==> src/rtl/entropy_sample_reader_if.sv <==
// ---------------------------------------------------------------------------
// entropy_sample_reader_if
//   Bundles the sample-FIFO read side and the word-stream output of the
//   entropy sample reader.
//
//   FIFO side   : src_valid, src_empty, src_perm_fail, src_rdata (to reader)
//                 deque (from reader)
//   Stream side : out_data, out_valid, out_last (from reader)
//                 out_ready (to reader)
//
//   Modports
//     master : the reader (drives deque and the output stream)
//     slave  : its environment (FIFO / health test and downstream sink)
// ---------------------------------------------------------------------------
interface entropy_sample_reader_if #(
    parameter int unsigned SAMPLE_SIZE = 256,
    parameter int unsigned WORD_W      = 32
);

    logic                   src_valid;
    logic                   src_empty;
    logic                   src_perm_fail;
    logic [SAMPLE_SIZE-1:0] src_rdata;
    logic                   deque;

    logic [WORD_W-1:0]      out_data;
    logic                   out_valid;
    logic                   out_ready;
    logic                   out_last;

    modport master (
        input  src_valid,
        input  src_empty,
        input  src_perm_fail,
        input  src_rdata,
        output deque,
        output out_data,
        output out_valid,
        input  out_ready,
        output out_last
    );

    modport slave (
        output src_valid,
        output src_empty,
        output src_perm_fail,
        output src_rdata,
        input  deque,
        input  out_data,
        input  out_valid,
        output out_ready,
        input  out_last
    );

endinterface

==> src/rtl/entropy_sample_reader.sv <==
// ---------------------------------------------------------------------------
// entropy_sample_reader
//   Consumer end of the online-health-test sample FIFO. Pops one checked
//   sample, captures it, and streams it MSB word first over a ready/valid
//   interface. A permanent health-test failure locks the reader out until
//   reset. Fully delivered samples are counted (saturating).
//
//   Ports
//     clk, rst      : clock, asynchronous active-high reset
//     bus (master)  : FIFO read side (src_*, deque) and output stream
//                     (out_data, out_valid, out_ready, out_last)
//     lockout       : sticky permanent-fail flag
//     sample_count  : samples fully delivered, saturating
//     repeat_drop   : one-cycle pulse when a captured sample repeats the
//                     previously delivered one (only with the option below)
//
//   Optional feature (define ENTROPY_READER_REPEAT_CHK_EN):
//     keeps a copy of the last delivered sample and drops a captured sample
//     that is identical to it instead of streaming it.
//
//   SAMPLE_SIZE must be a multiple of WORD_W.
// ---------------------------------------------------------------------------
module entropy_sample_reader #(
    parameter int unsigned SAMPLE_SIZE = 256,
    parameter int unsigned WORD_W      = 32,
    parameter int unsigned CNT_W       = 16
) (
    input  logic                   clk,
    input  logic                   rst,
    entropy_sample_reader_if.master bus,
    output logic                   lockout,
    output logic [CNT_W-1:0]       sample_count
`ifdef ENTROPY_READER_REPEAT_CHK_EN
    ,
    output logic                   repeat_drop
`endif
);

    localparam int unsigned NUM_WORDS = SAMPLE_SIZE / WORD_W;
    localparam int unsigned IDX_W     = (NUM_WORDS > 1) ? $clog2(NUM_WORDS) : 1;
    localparam logic [IDX_W-1:0] LAST_IDX  = IDX_W'(NUM_WORDS - 1);
    localparam logic [CNT_W-1:0] CNT_MAX   = {CNT_W{1'b1}};

    typedef enum logic [1:0] {
        S_IDLE   = 2'd0,
        S_WAIT   = 2'd1,
        S_STREAM = 2'd2,
        S_FAIL   = 2'd3
    } state_t;

    state_t                 state_q;
    state_t                 state_d;

    logic                   deque_q;
    logic                   out_valid_q;
    logic                   out_last_q;
    logic [WORD_W-1:0]      out_data_q;
    logic [SAMPLE_SIZE-1:0] sample_buf_q;
    logic [IDX_W-1:0]       idx_q;

    // Decode produced by the output process, consumed by the datapath
    logic                   deque_d;
    logic                   capture;
    logic                   advance;
    logic                   finish;
    logic                   handshake;
    logic                   repeat_hit;

    // Word i of a sample, counted from the most significant end
    function automatic logic [WORD_W-1:0] word_at(
        input logic [SAMPLE_SIZE-1:0] s,
        input logic [IDX_W-1:0]       i
    );
        logic [SAMPLE_SIZE-1:0] shifted;
        shifted = s << (WORD_W * 32'(i));
        return shifted[SAMPLE_SIZE-1 -: WORD_W];
    endfunction

    assign handshake = out_valid_q && bus.out_ready;

`ifdef ENTROPY_READER_REPEAT_CHK_EN
    logic [SAMPLE_SIZE-1:0] last_sample_q;
    logic                   drop;
    logic                   repeat_drop_q;

    assign repeat_hit  = (bus.src_rdata == last_sample_q);
    assign repeat_drop = repeat_drop_q;
`else
    assign repeat_hit  = 1'b0;
`endif

    // State register
    always_ff @(posedge clk or posedge rst) begin
        if (rst) begin
            state_q <= S_IDLE;
        end else begin
            state_q <= state_d;
        end
    end

    // Next-state logic; a permanent failure overrides every state
    always_comb begin
        state_d = state_q;
        unique case (state_q)
            // deque_q high means the pop is in flight; data arrives next cycle
            S_IDLE:   if (deque_q) state_d = S_WAIT;
            S_WAIT:   state_d = repeat_hit ? S_IDLE : S_STREAM;
            S_STREAM: if (handshake && (idx_q == LAST_IDX)) state_d = S_IDLE;
            S_FAIL:   state_d = S_FAIL;
            default:  state_d = S_IDLE;
        endcase
        if (bus.src_perm_fail) begin
            state_d = S_FAIL;
        end
    end

    // Output/control decode for the registered datapath
    always_comb begin
        deque_d = 1'b0;
        capture = 1'b0;
        advance = 1'b0;
        finish  = 1'b0;
`ifdef ENTROPY_READER_REPEAT_CHK_EN
        drop    = 1'b0;
`endif
        unique case (state_q)
            S_IDLE: begin
                // !deque_q keeps the strobe to a single cycle per sample
                deque_d = bus.src_valid && !bus.src_empty && !deque_q
                          && !bus.src_perm_fail;
            end
            S_WAIT: begin
`ifdef ENTROPY_READER_REPEAT_CHK_EN
                drop    = repeat_hit;
`endif
                capture = !repeat_hit;
            end
            S_STREAM: begin
                if (handshake) begin
                    finish  = (idx_q == LAST_IDX);
                    advance = (idx_q != LAST_IDX);
                end
            end
            default: ;
        endcase
    end

    // Registered datapath and outputs
    always_ff @(posedge clk or posedge rst) begin
        if (rst) begin
            deque_q      <= 1'b0;
            out_valid_q  <= 1'b0;
            out_last_q   <= 1'b0;
            out_data_q   <= '0;
            sample_buf_q <= '0;
            idx_q        <= '0;
            lockout      <= 1'b0;
            sample_count <= '0;
        end else if (bus.src_perm_fail || (state_q == S_FAIL)) begin
            deque_q      <= 1'b0;
            out_valid_q  <= 1'b0;
            out_last_q   <= 1'b0;
            out_data_q   <= '0;
            sample_buf_q <= '0;
            idx_q        <= '0;
            lockout      <= 1'b1;
            // A last-word handshake in the failing cycle was delivered
            if (finish && (sample_count != CNT_MAX)) begin
                sample_count <= sample_count + CNT_W'(1);
            end
        end else begin
            deque_q <= deque_d;
            if (capture) begin
                sample_buf_q <= bus.src_rdata;
                idx_q        <= '0;
                out_data_q   <= bus.src_rdata[SAMPLE_SIZE-1 -: WORD_W];
                out_last_q   <= (NUM_WORDS == 1);
                out_valid_q  <= 1'b1;
            end else if (advance) begin
                idx_q        <= idx_q + IDX_W'(1);
                out_data_q   <= word_at(sample_buf_q, idx_q + IDX_W'(1));
                out_last_q   <= ((idx_q + IDX_W'(1)) == LAST_IDX);
            end else if (finish) begin
                idx_q        <= '0;
                out_valid_q  <= 1'b0;
                out_last_q   <= 1'b0;
                if (sample_count != CNT_MAX) begin
                    sample_count <= sample_count + CNT_W'(1);
                end
            end
        end
    end

`ifdef ENTROPY_READER_REPEAT_CHK_EN
    // Copy of the last delivered sample and the drop pulse
    always_ff @(posedge clk or posedge rst) begin
        if (rst) begin
            last_sample_q <= '0;
            repeat_drop_q <= 1'b0;
        end else begin
            repeat_drop_q <= drop && !bus.src_perm_fail;
            if (finish) begin
                last_sample_q <= sample_buf_q;
            end
        end
    end
`endif

    assign bus.deque     = deque_q;
    assign bus.out_valid = out_valid_q;
    assign bus.out_last  = out_last_q;
    assign bus.out_data  = out_data_q;

endmodule

==> src/flat_wrapper.sv <==
// flat-port wrapper written by rule: the top's interface ports become plain ports
module entropy_sample_reader_flat 
#(
    parameter int unsigned SAMPLE_SIZE = 256,
    parameter int unsigned WORD_W      = 32,
    parameter int unsigned CNT_W       = 16
)
  (clk, rst, lockout, sample_count, bus_src_valid, bus_src_empty, bus_src_perm_fail, bus_src_rdata, bus_deque, bus_out_data, bus_out_valid, bus_out_ready, bus_out_last);
  entropy_sample_reader_if #(.SAMPLE_SIZE(SAMPLE_SIZE), .WORD_W(WORD_W)) bus_i ();
  input  logic clk;
  input  logic rst;
  output logic lockout;
  output logic [CNT_W-1:0] sample_count;
  input wire logic [$bits(bus_i.src_valid)-1:0] bus_src_valid;
  input wire logic [$bits(bus_i.src_empty)-1:0] bus_src_empty;
  input wire logic [$bits(bus_i.src_perm_fail)-1:0] bus_src_perm_fail;
  input wire logic [$bits(bus_i.src_rdata)-1:0] bus_src_rdata;
  output wire logic [$bits(bus_i.deque)-1:0] bus_deque;
  output wire logic [$bits(bus_i.out_data)-1:0] bus_out_data;
  output wire logic [$bits(bus_i.out_valid)-1:0] bus_out_valid;
  input wire logic [$bits(bus_i.out_ready)-1:0] bus_out_ready;
  output wire logic [$bits(bus_i.out_last)-1:0] bus_out_last;
  assign bus_i.src_valid = bus_src_valid;
  assign bus_i.src_empty = bus_src_empty;
  assign bus_i.src_perm_fail = bus_src_perm_fail;
  assign bus_i.src_rdata = bus_src_rdata;
  assign bus_deque = bus_i.deque;
  assign bus_out_data = bus_i.out_data;
  assign bus_out_valid = bus_i.out_valid;
  assign bus_i.out_ready = bus_out_ready;
  assign bus_out_last = bus_i.out_last;
  entropy_sample_reader #(.SAMPLE_SIZE(SAMPLE_SIZE), .WORD_W(WORD_W), .CNT_W(CNT_W)) u_core (.clk(clk), .rst(rst), .bus(bus_i), .lockout(lockout), .sample_count(sample_count));
endmodule
==> config.mk <==
export PLATFORM = sky130hd
export DESIGN_NAME = entropy_sample_reader_flat
export DESIGN_NICKNAME = d
export VERILOG_FILES = /design/src/rtl/entropy_sample_reader_if.sv /design/src/rtl/entropy_sample_reader.sv /design/src/flat_wrapper.sv
export SDC_FILE = /design/constraint.sdc
export NUM_CORES = 1
export LEC_CHECK = 0
export BUFFER_PORTS_ARGS = -buffer_cell sky130_fd_sc_hd__buf_4
export CAP_MARGIN = 25
export CORE_MARGIN = 1.5
export CORE_UTILIZATION = 52
export CTS_CLUSTER_SIZE = 24
export DETAILED_ROUTE_END_ITERATION = 10
export MAX_ROUTING_LAYER = met4
export PLACE_DENSITY = 0.74
export SYNTH_ARGS = -nofsm -noshare
export SYNTH_HDL_FRONTEND = slang
export SYNTH_SLANG_ARGS = --single-unit
==> constraint.sdc <==
create_clock -name clk -period 15.8 [get_ports clk]
set_input_delay 4.74 -clock clk [delete_from_list [all_inputs] [get_ports clk]]
set_output_delay 4.74 -clock clk [all_outputs]
set_load 0.05 [all_outputs]
Word level (Yosys, flattened, before mapping)
Cells that the tools add are included.

Flip-flop bits (word level): 313. Input bits: 262. Output and inout port bits: 52. Logic and storage cells: 78.

$add $sub $neg: 2. Equal/unequal tests: 13. Shift operators: 1. Multiplexer cells: 33. Reduce and logical (&&, ||, !) cells: 20.

Operators with widths (count): $mux W256 (2); $shl A256 B8 Y256 (1); $mux W16 (6); $mux W32 (3); $add A16 B1 Y16 const B (1); $ne A16 B16 Y1 const B (1); $mux W1 (14); $mux W3 (4); $ne A3 B2 Y1 const B (3); $pmux W2 S4 (1); $eq A3 B3 Y1 const B (2); $logic_and A1 B1 Y1 (6); $mux W2 (3); $ne A2 B2 Y1 const B (3); $reduce_bool A2 Y1 (3); $reduce_bool A3 Y1 (2); $reduce_and A5 Y1 (1); $eq A2 B2 Y1 const B (2); $reduce_and A2 Y1 (2); $reduce_bool A4 Y1 (1); $add A3 B1 Y3 const B (1); $logic_not A1 Y1 (3); $ne A3 B3 Y1 const B (1); $eq A2 B1 Y1 const B (1); 2 further kinds (2).

Longest topological paths before layout
Gate-level depths: netlist of the first run.

Depth in word-level cells: 7. Mapped depth: 9. Depth with buffers taken out: 6.

Least setup slack after synthesis of the first run
No wires, ideal clock.

Path kind: in2reg. From: input port bus_out_ready. To: register u_core.out_data_q[0] (netlist: u_core.bus.out_data[0]). Arrival: 5853 ps. Required time: 15718 ps. Setup slack: 9865 ps. Cell stages on the path: 5. Cells stage by stage: nand3_1 o21ai_1 clkbuf_1 nor2_1 a31oi_1.

Cells in the longest elaborated chain, start to end: 4.

Ends and longest elaborated chain: start, declared (line flat_wrapper.sv:21) `input wire logic [$bits(bus_i.out_ready)-1:0] bus_out_ready;`; $logic_and A1 B1 Y1 (line entropy_sample_reader.sv:79) `assign handshake = out_valid_q && bus.out_ready;`; $mux W1 (line entropy_sample_reader.sv:139) `if (handshake) begin`; $mux W1 (line entropy_sample_reader.sv:126) `unique case (state_q)`; $reduce_bool A3 Y1 (no source line); end signal, assigned (line entropy_sample_reader.sv:176) `out_data_q <= bus.src_rdata[SAMPLE_SIZE-1 -: WORD_W];`; end signal, assigned (line entropy_sample_reader.sv:181) `out_data_q <= word_at(sample_buf_q, idx_q + IDX_W'(1));`; end, declared (line entropy_sample_reader.sv:57) `logic [WORD_W-1:0] out_data_q;`.

Every way passes these cells. A chain may end at the register's enable or synchronous reset.

Worst setup path in the final report of the first run
From: input port bus_out_ready. To: register u_core.out_data_q[11] (netlist: u_core.bus.out_data[11]).

Same word-level chain as after synthesis.

==> metrics.csv, run 1 <==
metric,value,unit
synth_top_family_by_area,multiplexers,
cts_tree,yes,
crit_fanout,42,
crit_chain,"buf_4, nand3_1, o21ai_4, buf_4, nor2_1, a31oi_1",
synth_most_common_cell,mux2i_1,
synthAdderAreaFrac,0.673,%
layout.nets,1890,
ant_nets,0,
initial_core_util,53.2,%
yosysSeqAreaShare,52.7,%
setup-tns-final,0,ps
area_growth,25.7,%
synth_compound_area_share,5.21,%
dp_hpwl,26500,um
ys.flop_type,dfrtp_1,
clkSinkCount,313,
syn_area,14900,um^2
cpMostUsedCell,buf_4,
end_kind,flip-flop,
core-area,27900,um^2
async_flop_share,100,%
port_buffers,313,
total_power,2.65,mW
arrival,6590,ps
synth_simple_gate_area_share,11.5,%
vias,11200,
post_cts_buffers,0,
internal-power,1.73,mW
hold_buffers,0,
synthCells,1356,
cp_slowest_cell,o21ai_4,
ios,314,
fin_area,18700,um^2
placementRows,61,
pwr-share-clk,30.1,%
ir_worst_vdd,139,uV
tightest_slew,1100,ps
p_comb_share,34.6,%
min_path_type,flip-flop to flip-flop,
cts.htree.levels,2,
antenna_found_initial,2,
synth-edff-count,0,
clock.fmax,162,MHz
period_share,39.0,%
grt_usage,27.7,%
synth_top_area_share,52.7,%
grt_max_degree,139,
synth_seq_cells,313,
cts-root-buf,clkbuf_16,
netlist_top_cells_area,"dfrtp_1, mux2i_1, nor2_1",
yosysWarnings,0,
drc_errors,0,
finalHoldViolations,0,
clock_path_buffers,3,
place_congestion,0.870,
yosys-top-cells-count,"mux2i_1, dfrtp_1, nor2_1",
grt_pass1_vias,11300,
layout-drive-gt1-share,24.4,%
synth.avg_cell_area,11.0,um^2
routedWlPerCell,19.6,um
maxCapViolCount,0,
via_per_inst,5.53,
placed_area,17500,um^2
netSwitchingFraction,34.7,%
synth_top_area_cell,dfrtp_1,
grt_overflow,0,
slew_viol_final,0,
wl,39800,um
synth_nets,1626,
synthMuxAreaShare,26.1,%
p_per_area,142,nW/um^2
path_class,input port to flip-flop,
dieHeight,172,um
die-width,172,um
insertion_delay,510,ps
finClkSkew,10.7,ps
clk_pin_slew,60,ps
crit_path_start_kind,input port,
min_period,6160,ps
grt_pass1_wl,60700,um
status,completed,
die_area,29600,um^2
setup_viol,0,
post_cts_resized,0,
ys_types,38,
drt_iter0_drc,900,
p_leak,9.30,nW
grt_setup_unrepaired,no,
seqPwrFrac,35.3,%
synthXorXnorAreaFrac,0.766,%
required,16220,ps
firstDrtPassIters,5,
cp_slowest_stage_delay,630,ps
numCtsBuffers,35,
switchingPower,0.917,mW
slew_headroom,26.4,%
[flip-flops by register name, summed over array words and instances, names as in the netlist]
name / cells
u_core.bus.out_data: 32
u_core.sample_buf_q: 256
u_core.sample_count: 16
u_core.bus.deque: 1
u_core.bus.out_last: 1
u_core.lockout: 1
u_core.state_q: 2
u_core.bus.out_valid: 1
u_core.idx_q: 3
[worst max-delay path, delay by kind of cell]
family | cells | cell delay [ps]
buf+inv | 2 | 590
simple gates | 2 | 430
compound gates | 2 | 790
[cell usage in the layout, fill, tap and decap left out, types with 2 or more instances in the layout]
cell type    n
xor2_1       5
or3_1        4
a31oi_1     31
nor2b_4      2
clkbuf_16   37
clkbuf_8     8
ha_1         6
nand4_2      2
nor4_1       4
a21oi_1      5
mux2i_1    386
nor2b_1      2
buf_4      326
nand2_1     37
dfrtp_1    313
ha_4         2
nand4_1      3
nand3_1     43
nor2_1     296
nor3_1       6
xnor2_1      8
clkinv_2     7
diode_2      3
inv_1        8
o21ai_0      2
buf_16       3
and3_1       5
a22oi_1     64
clkbuf_1     7
[path summary, 6_finish.rpt]
path | start | end | slack [ps] | cells after the start
max | bus_out_ready | u_core.bus.out_data[11] | 9640 | 6
min | u_core.lockout | u_core.lockout | 470 | 1
max reg2reg | u_core.idx_q[0] | u_core.bus.out_data[18] | 12510 | 7
min reg2reg | u_core.lockout | u_core.lockout | 470 | 1
max in group asynchronous | rst | u_core.sample_buf_q[199] | 9960 | 3
min in group asynchronous | rst | u_core.sample_buf_q[198] | 4360 | 2
[power by group through the flow]
stage	clock, mW	sequential, mW	combinational, mW
global placement	0	0.944	0.889
global route	0.842	0.944	0.979
finish	0.796	0.935	0.914
floorplan	0	1.04	0.565
CTS	0.811	0.934	0.913
detailed placement	0	0.948	0.911
[final cells by class]
class                      instances  area [um^2]
tap                              378          473
timing repair buffer             330         2550
multi-input combinational        931         6650
clock buffer                      52         1060
clock inverter                     9         72.6
inverter                           9         41.3
sequential                       313         7830
fill                            2196         9250
antenna                            3         7.51
[metrics by stage]
| step | util (%) | instances | hold WS (ps) | setup WS (ps) |
|---|---|---|---|---|
| after floorplan | - | 1356 | 486 | 2400 |
| after global placement | 62.5 | 1958 | 451 | 8900 |
| after detailed placement | 62.7 | 1960 | 453 | 9120 |
| after CTS | 66.8 | 2021 | 468 | 9660 |
| after global routing | 66.9 | 2024 | 533 | 9530 |
| final | 66.9 | 2025 | 466 | 9640 |
[kinds of logic (layout without fill, tap and decap cells)]
| family | after synthesis | after routing |
|---|---|---|
| flip-flops | 313 | 313 |
| AO/OA/AOI/OAI | 110 | 110 |
| other | 0 | 3 |
| adder cells (fa/ha/maj) | 8 | 8 |
| AND/OR/NAND/NOR | 413 | 413 |
| multiplexers | 387 | 387 |
| buffers and inverters | 112 | 400 |
| XOR/XNOR | 13 | 13 |
[routing by layer]
| layer | wire length, um | GRT usage [%] | vias to the layer above |
|---|---|---|---|
| met5 | 0 | - | - |
| met4 | 1710 | 12.9 | 0 |
| met3 | 2930 | 6.75 | 83 |
| met2 | 19300 | 44.2 | 358 |
| met1 | 15900 | 33.1 | 5494 |
| li1 | - | - | 5262 |
No activity file was read; power rests on OpenSTA's default activity.
==> run 2: changes to the inputs <==
--- a/config.mk
+++ b/config.mk
@@ -8,7 +8,7 @@
 export BUFFER_PORTS_ARGS = -buffer_cell sky130_fd_sc_hd__buf_4
 export CAP_MARGIN = 25
 export CORE_MARGIN = 1.5
-export CORE_UTILIZATION = 52
+export CORE_UTILIZATION = 50
 export CTS_CLUSTER_SIZE = 24
 export DETAILED_ROUTE_END_ITERATION = 10
 export MAX_ROUTING_LAYER = met4
==> constraint.sdc (replaced) <==
create_clock -name clk -period 5.1 [get_ports clk]
set_input_delay 1.53 -clock clk [delete_from_list [all_inputs] [get_ports clk]]
set_output_delay 1.53 -clock clk [all_outputs]
set_load 0.05 [all_outputs]
==> metrics.csv, run 2 (synthesized netlist as in run 1, its figures left out) <==
metric,value,unit,change
tightest_slew,1120,ps,+22.5 ps
cp_slowest_stage_delay,740,ps,+110 ps
layout_commonest_cell,mux2i_1,,
p_leak,9.30,nW,about the same
grt_overflow,0,,unchanged
via_per_inst,5.54,,+0.23%
path_class,flip-flop to flip-flop,,
cts.htree.levels,2,,unchanged
setup_viol,0,,unchanged
mostFrequentLayoutCells,"mux2i_1, buf_4, dfrtp_1",,
maxCapViolCount,0,,unchanged
hold_slack,503,ps,+36.5 ps
finClkSkew,6.97,ps,-3.76 ps
die-width,175,um,+1.9%
grt_setup_unrepaired,no,,
clock.fmax,342,MHz,
initial_core_util,51.2,%,-2.0 points
placementRows,62,,+1.6%
post_cts_buffers,0,,unchanged
ant_nets,0,,unchanged
required,5530,ps,"-10,690 ps"
insertion_delay,510,ps,about the same
layout-drive-gt1-share,24.4,%,about the same
grt_max_degree,140,,+0.72%
die_area,30800,um^2,+3.9%
finalHoldViolations,0,,unchanged
clk_pin_slew,60,ps,about the same
grt_usage,27.4,%,-0.30 points
drt_iter0_drc,742,,-18%
routedWlPerCell,20.0,um,+1.6%
min_path_type,flip-flop to flip-flop,,
grt_pass1_vias,11700,,+4.0%
setup-tns-final,0,ps,unchanged
dp_hpwl,27000,um,+2.0%
arrival,3350,ps,-3240 ps
regToRegSetupSlack,2170,ps,"-10,340 ps"
grt_pass1_wl,63700,um,+5.0%
core-area,29000,um^2,+3.9%
slew_headroom,25.1,%,-1.3 points
hold_buffers,0,,unchanged
status,completed,,
numCtsBuffers,36,,+2.9%
post_cts_resized,0,,unchanged
cp_slowest_cell,ha_4,,
layout.nets,1895,,+0.26%
end_kind,flip-flop,,
port_buffers,313,,unchanged
period_share,57.4,%,
regMostFlops,u_core.sample_buf_q,,
slew_viol_final,0,,unchanged
drc_errors,0,,unchanged
place_congestion,0.862,,-0.86%
ir_worst_vdd,409,uV,+190%
cts-root-buf,clkbuf_16,,
crit_chain,"inv_1, ha_4, buf_4, mux2i_1, a22oi_1, nand3_1, a31oi_1",,
total_power,8.17,mW,+210%
worst-path-buf-inv,2,,unchanged
area_growth,25.8,%,about the same
min_period,2930,ps,
vias,11200,,+0.43%
ios,314,,unchanged
dieHeight,175,um,+1.9%
antenna_found_initial,2,,unchanged
clock_path_buffers,3,,unchanged
clkSinkCount,313,,unchanged
crit_fanout,37,,-12%
final_util,64.5,%,-2.4 points
firstDrtPassIters,5,,unchanged
cts_tree,yes,,
largest_reg_flops,256,,unchanged
crit_path_start_kind,flip-flop,,
wl,40500,um,+1.8%
p_per_area,437,nW/um^2,+210%
cpLargestDelayFamily,adder cells,,
-- run 2: worst register-to-register path, delay by kind of cell (launching register included) --
kind	cells	cell delay, ps
AOI/OAI and AO/OA	2	560
and+or+nand+nor	1	140
adders and majority gates	1	740
DFF	1	530
muxes	1	150
buffers and inverters	2	720
-- run 2: layout make-up --
class                      count  area (um^2)
tap                          384          480
sequential                   313         7830
timing repair buffer         334         2600
clock inverter                 4         26.3
fill                        2337        10300
inverter                       9         37.5
multi-input combinational    931         6650
antenna                        2         5.00
clock buffer                  52         1070
-- run 2: path summary, 6_finish.rpt --
| kind | from | end | depth (start not counted) |
|---|---|---|---|
| setup / recovery | u_core.idx_q[0] | u_core.bus.out_data[15] | 7 |
| hold / removal | u_core.lockout | u_core.lockout | 1 |
| setup reg to reg | u_core.idx_q[0] | u_core.bus.out_data[15] | 7 |
| hold reg to reg | u_core.lockout | u_core.lockout | 1 |
| max in group asynchronous | rst | u_core.sample_buf_q[182] | 3 |
| min in group asynchronous | rst | u_core.sample_buf_q[101] | 2 |
-- run 2: power by group --
group          switching (mW)  total, mW  internal [mW]
registers               0.158       2.90           2.74
logic                    1.70       2.83           1.13
clock network           0.992       2.44           1.45
-- run 2: routing by layer --
layer / routed length [um] / GRT usage [%]
met1: 16200 / 32.0
met2: 20500 / 46.5
met3: 2700 / 6.93
met4: 1120 / 8.08
met5: 0 / -
-- run 2: per-stage QoR --
step	area, um^2	cells	setup WS, ps
2_1_floorplan	14900	1356	-599
3_3_place_gp	17600	1969	1870
3_5_place_dp	17600	1969	1780
4_1_cts	18700	2025	2070
5_1_grt	18700	2029	1950
6_report	18700	2029	2170
